### config.mk
export PLATFORM = sky130hd
export DESIGN_NAME = bit_serializer
export DESIGN_NICKNAME = d
export VERILOG_FILES = /design/src/rtl/ser_pkg.sv /design/src/rtl/bit_serializer.sv
export SDC_FILE = /design/constraint.sdc
export NUM_CORES = 1
export LEC_CHECK = 0
export BUFFER_PORTS_ARGS = -buffer_cell sky130_fd_sc_hd__buf_2
export CORE_MARGIN = 2
export CORE_UTILIZATION = 40
export CTS_BUF_LIST = sky130_fd_sc_hd__clkbuf_8
export CTS_CLUSTER_DIAMETER = 50
export CTS_CLUSTER_SIZE = 25
export DETAILED_ROUTE_END_ITERATION = 8
export GPL_ROUTABILITY_DRIVEN = 0
export PLACE_DENSITY = 0.7
export SLEW_MARGIN = 25
export SYNTH_ARGS = -nofsm -noshare
export SYNTH_HDL_FRONTEND = slang
export SYNTH_SLANG_ARGS = --single-unit
### constraint.sdc
create_clock -name clk -period 1.5 [get_ports clk]
set_clock_uncertainty 0.15 [all_clocks]
set_input_delay 0.15 -clock clk [delete_from_list [all_inputs] [get_ports clk]]
set_output_delay 0.15 -clock clk [all_outputs]
set_load 0.02 [all_outputs]
### src/rtl/ser_pkg.sv
// ser_pkg: shared state encoding and counter sizing for the bit serializer
package ser_pkg;
  typedef enum logic {IDLE, SHIFT} ser_state_t;
  function automatic int cnt_w(input int w);
    return $clog2(w);
  endfunction
endpackage

### src/rtl/bit_serializer.sv
// bit_serializer: valid/ready parallel word in, one bit per enabled clock out
module bit_serializer
  import ser_pkg::*;
#(
  parameter int WIDTH = 8,
  parameter bit MSB_FIRST = 1'b1,
  parameter logic IDLE_BIT = 1'b0
) (
  input  logic             clk,
  input  logic             rst,
  input  logic [WIDTH-1:0] data_in,
  input  logic             data_valid,
  output logic             data_ready,
  input  logic             bit_en,
  output logic             bit_out,
  output logic             bit_valid,
  output logic             last_bit,
  output logic             busy
);
  localparam int CW = cnt_w(WIDTH);
  ser_state_t state;
  logic [WIDTH-1:0] shift_reg;
  logic [CW-1:0] cnt;
  logic accept;
  always_comb begin
    busy = state == SHIFT;
    bit_valid = busy;
    last_bit = busy && cnt == '0;
    data_ready = rst && (!busy || (last_bit && bit_en));
    accept = data_valid && data_ready;
    bit_out = busy ? (MSB_FIRST ? shift_reg[WIDTH-1] : shift_reg[0]) : IDLE_BIT;
  end
  always_ff @(posedge clk or negedge rst) begin
    if (!rst) begin
      state <= IDLE;
      shift_reg <= '0;
      cnt <= '0;
    end else if (accept) begin
      state <= SHIFT;
      shift_reg <= data_in;
      cnt <= CW'(WIDTH - 1);
    end else if (busy && bit_en) begin
      if (cnt != '0) begin
        shift_reg <= MSB_FIRST ? {shift_reg[WIDTH-2:0], 1'b0} : {1'b0, shift_reg[WIDTH-1:1]};
        cnt <= cnt - 1'b1;
      end else begin
        state <= IDLE;
      end
    end
  end
endmodule
Word-level counts from Yosys, hierarchy flattened
Cells that the tools add are included.
Word-level totals
  bits in registers: 12
  word-level logic and storage cells: 28
Operators by class
  add/sub/neg operators: 1
  equal/unequal tests: 1
  multiplexer cells: 10
  reductions and logical operators: 13
Operator list (number)
  2-to-1 mux 8 bit: 3
  2-to-1 mux 3 bit: 3
  logical AND 1 bit: 5
  2-to-1 mux 1 bit: 4
  AND reduction 2 bit: 2
  nonzero test 2 bit: 2
  zero test 3 bit: 1
  nonzero test 3 bit: 1
  subtractor 3 x 1 -> 3 bit (second input constant): 1
  inequality test 2 bit (second input constant): 1
  zero test 1 bit: 1
  logical OR 1 bit: 1

Longest topological paths before layout
  word-level depth: 8
  depth in mapped cells: 7
  depth with buffers taken out: 6

Worst setup path after synthesis
OpenSTA, ideal clock, no wires.
  kind: register to register
  from: register cnt[0]
  to: register shift_reg[2]
  setup time: 126 ps
  arrival: 1392 ps
  required time: 1224 ps
  path slack: -168 ps
  stages on the path, launching flop included: 8
  buffers on the path: 1
  period minus slack after synthesis: 1668 ps
  cells stage by stage: dfrtp_1 > inv_1 > ha_1 > nand2b_4 > and3_1 > buf_6 > and2_1 > a221o_1
On the way
  word-level cells in the longest chain between the ends: 8
Ends and longest elaborated chain
  start: declaration: line bit_serializer.sv:23  | logic [CW-1:0] cnt;
  start signal: assignment: line bit_serializer.sv:41  | cnt <= CW'(WIDTH - 1);
  start signal: assignment: line bit_serializer.sv:45  | cnt <= cnt - 1'b1;
  zero test 3 bit: line bit_serializer.sv:28  | last_bit = busy && cnt == '0;
  logical AND 1 bit: line bit_serializer.sv:28
  logical AND 1 bit: line bit_serializer.sv:29  | data_ready = rst && (!busy || (last_bit && bit_en));
  logical OR 1 bit: line bit_serializer.sv:29
  logical AND 1 bit: line bit_serializer.sv:29
  logical AND 1 bit: line bit_serializer.sv:30  | accept = data_valid && data_ready;
  nonzero test 2 bit (no line)
  AND reduction 2 bit (no line)
  end signal: assignment: line bit_serializer.sv:40  | shift_reg <= data_in;
  end signal: assignment: line bit_serializer.sv:44  | shift_reg <= MSB_FIRST ? {shift_reg[WIDTH-2:0], 1'b0} : {1'b0, shift_reg[WIDTH-1:1]};
  end: declaration: line bit_serializer.sv:22  | logic [WIDTH-1:0] shift_reg;
Parallel ways exist; a longest one is shown, timed or not.
A chain may end at the register's enable or synchronous reset.

Worst setup path in the final report
  from: register cnt[1]
  to: output data_ready
On the way
  word-level cells in the longest chain between the ends: 5
Ends and longest elaborated chain
  zero test 3 bit: line bit_serializer.sv:28
  logical AND 1 bit: line bit_serializer.sv:28
  logical AND 1 bit: line bit_serializer.sv:29
  logical OR 1 bit: line bit_serializer.sv:29
  logical AND 1 bit: line bit_serializer.sv:29
  end: declaration: line bit_serializer.sv:13  | output logic data_ready,
Every way passes these cells.

==> impl_metrics.env <==
export IMPL_fill_cells=120
export IMPL_syn_area_per_cell_sq_um=11.90
export IMPL_worstSetupStartpointType="register"
export IMPL_die_w_um=44.45
export IMPL_use_met1_pct=18.78
export IMPL_drc_errors=0
export IMPL_worst_slew_pin_slew_ns=0.3164
export IMPL_cts_buffer_depth=2
export IMPL_dpl_hpwl_mm=1.045
export IMPL_clock_fmax_mhz=590.1
export IMPL_drtAntennaViolNets=0
export IMPL_io_pins=17
export IMPL_slew_headroom_pct=78.91
export IMPL_multiInputGateArea_sq_um=377.9
export IMPL_met3_usage_pct=6.122
export IMPL_clkSinkCount=12
export IMPL_hold_class="in2reg"
export IMPL_clk_latency_ns=0.24
export IMPL_critPathMaxStageDelay_ns=0.39
export IMPL_vias=528
export IMPL_rsz0062_at_grt="true"
export IMPL_grt_use_total_pct=16.96
export IMPL_cp_max_fo=5
export IMPL_critPathBufInv=2
export IMPL_via_per_inst=4.800
export IMPL_ys_ff_latch=12
export IMPL_ir_drop_v=0.001133
export IMPL_cp_required_ns=1.20
export IMPL_yosysTopAreaCell="dfrtp_1"
export IMPL_crit_chain="inv_2, ha_4, nand2b_4, o21ai_4, and2_1, buf_4"
export IMPL_finish_net_count=109
export IMPL_yosysWarningCount=0
export IMPL_drive_gt1_share_pct=58.51
export IMPL_first_global_vias=565
export IMPL_critPathTopFamily="flip-flops"
export IMPL_num_rows=14
export IMPL_portBuffers=16
export IMPL_grt_antenna_before_repair=0
export IMPL_htree_levels=1
export IMPL_largest_reg_flops=8
export IMPL_path_class="reg2out"
export IMPL_tns_ns=-1.088
export IMPL_crit_slowest_cell="dfrtp_1"
export IMPL_drt_iter0_markers=8
export IMPL_syn_nets=69
export IMPL_holdWs_ns=0.004522
export IMPL_leakage_nw=0.5433
export IMPL_finalCriticalPeriod_ns=1.695
export IMPL_wire_per_inst_um=13.00
export IMPL_setup_violations=9
export IMPL_start_util_pct=42.94
export IMPL_fin_crit_sh_pct=113.0
export IMPL_synth_area_leaders="dfrtp_1 46%, mux2_4 6.9%, a221o_1 6.1%, mux2_1 5.2%, and2_1 4.8%"
export IMPL_dr_pass1_iters=4
export IMPL_cts_tree="done"
export IMPL_drt_wl_total_mm=1.430
export IMPL_synth_cell_types=25
export IMPL_synth_top_cell_area_share_pct=45.89
export IMPL_hold_viol=0
export IMPL_run_status="finished with violations"
export IMPL_grtUsageMet2_pct=30.88
export IMPL_drv_cap=0
export IMPL_diodes=0
export IMPL_grt_pass1_wl_mm=2.380
export IMPL_die_h_um=44.45
export IMPL_clkSlewWorstSetupHoldPaths_ns=0.05
export IMPL_syn_inst=55
export IMPL_grt_busiest_layer="met2"
export IMPL_arrival_ns=1.39
export IMPL_cts_made_buffers=3
export IMPL_violations="negative setup slack"
export IMPL_end_kind="primary output"
export IMPL_regArea_sq_um=300.3
export IMPL_synth_cell_area_sq_um=654.4
export IMPL_pwr_density_cell_nw_per_um2=1774
export IMPL_timing_final_ws_setup_ns=-0.1946
export IMPL_fp_dieArea_sq_um=1975
export IMPL_ys_seq_area_share_pct=45.89
export IMPL_overflow=0
export IMPL_cts_root_buf="clkbuf_8"
export IMPL_slew_viol_final=0
export IMPL_area_growth_pct=58.70
export IMPL_grt_max_degree=9
export IMPL_core_area_sq_um=1524
-- path summary, 6_finish.rpt --
| path | startpoint | end | slack, ns | cells after the start |
|---|---|---|---|---|
| min in group asynchronous | rst | bit_valid | 0.24 | 3 |
| setup / recovery | cnt[1] | data_ready | -0.19 | 6 |
| hold / removal | data_in[7] | shift_reg[7] | 0.005 | 2 |
| setup reg to reg | cnt[1] | shift_reg[3] | -0.16 | 6 |
| hold reg to reg | shift_reg[0] | shift_reg[0] | 0.35 | 1 |
| max in group asynchronous | rst | shift_reg[4] | 0.82 | 3 |
-- worst reg2reg max path: cells and delay by family, from the launching register on --
| kind | cells | cell delay (ns) |
|---|---|---|
| adder cells (fa/ha/maj) | 1 | 0.16 |
| AND/OR/NAND/NOR | 2 | 0.23 |
| buffers and inverters | 1 | 0.06 |
| multiplexers | 2 | 0.58 |
| flip-flops | 1 | 0.36 |
-- stage by stage --
| stage | cell area [sq um] | power, mW | instances | setup slack, ns | utilization, % |
|---|---|---|---|---|---|
| after floorplan | 678.2 | 1.062 | 55 | -0.1232 | - |
| after global placement | 834.6 | 1.302 | 95 | -0.1754 | 54.76 |
| after detailed placement | 834.6 | 1.328 | 95 | -0.2462 | 54.76 |
| after CTS | 1023 | 1.817 | 109 | -0.1925 | 67.16 |
| after global routing | 1039 | 1.975 | 110 | -0.2573 | 68.14 |
| final | 1039 | 1.842 | 110 | -0.1946 | 68.14 |
-- cells by family after synthesis --
logic type                 after synthesis  share of synthesized area, %
muxes                                    6                         12.05
buffers and inverters                    6                         5.162
adders and majority gates                2                         3.823
AOI/OAI and AO/OA                       10                         13.00
DFF                                     12                         45.89
xor gates and xnor gates                 1                         1.339
and+or+nand+nor                         18                         18.74
-- power breakdown --
group / switching, mW / internal, mW
Clock: 0.115 / 0.232
Combinational: 0.396 / 0.563
Sequential: 0.0895 / 0.447
-- cells in the mapped netlist, drive strengths merged --
cell type / instances
and2b: 1
nand2: 5
ha: 2
nand3: 2
and3: 2
nand2b: 1
a22o: 2
a221o: 4
a21oi: 1
and2: 6
dfrtp: 12
inv: 4
o211ai: 1
nor2: 1
buf: 2
xnor2: 1
mux2: 6
o21ai: 2
-- cells in the final DEF (no fill, tap or decap), drive strengths merged, types with 2 or more instances in the layout --
cell type,count
clkbuf,4
nand3,2
a221o,4
ha,2
o21ai,2
and2,6
dlygate4sd3,8
buf,29
a22o,2
mux2,6
dfrtp,12
and3,2
nand2,5
inv,4
-- per-layer routing --
layer	share of wire, %	routed length, um
met5	0	0
met4	0	0
met3	5.9	84
met2	50	718
met1	44	627
-- final cells by class --
class,count,share of cell area (%)
repair buffers,37,26.02
multi-input cells,37,36.39
inverters,4,1.446
flip-flops and latches,12,28.92
clock buffers,4,5.301
well taps,16,1.928
-- timing repair --
action	4_1_cts	5_1_grt
resized for setup	11	1
endpoints found under the hold margin	19	0
hold buffers	8	0
setup buffers	2	1
endpoints found under the setup margin	13	11
pin swaps	6	2
cloned	0	0
Power figures use the tool's default switching activity.
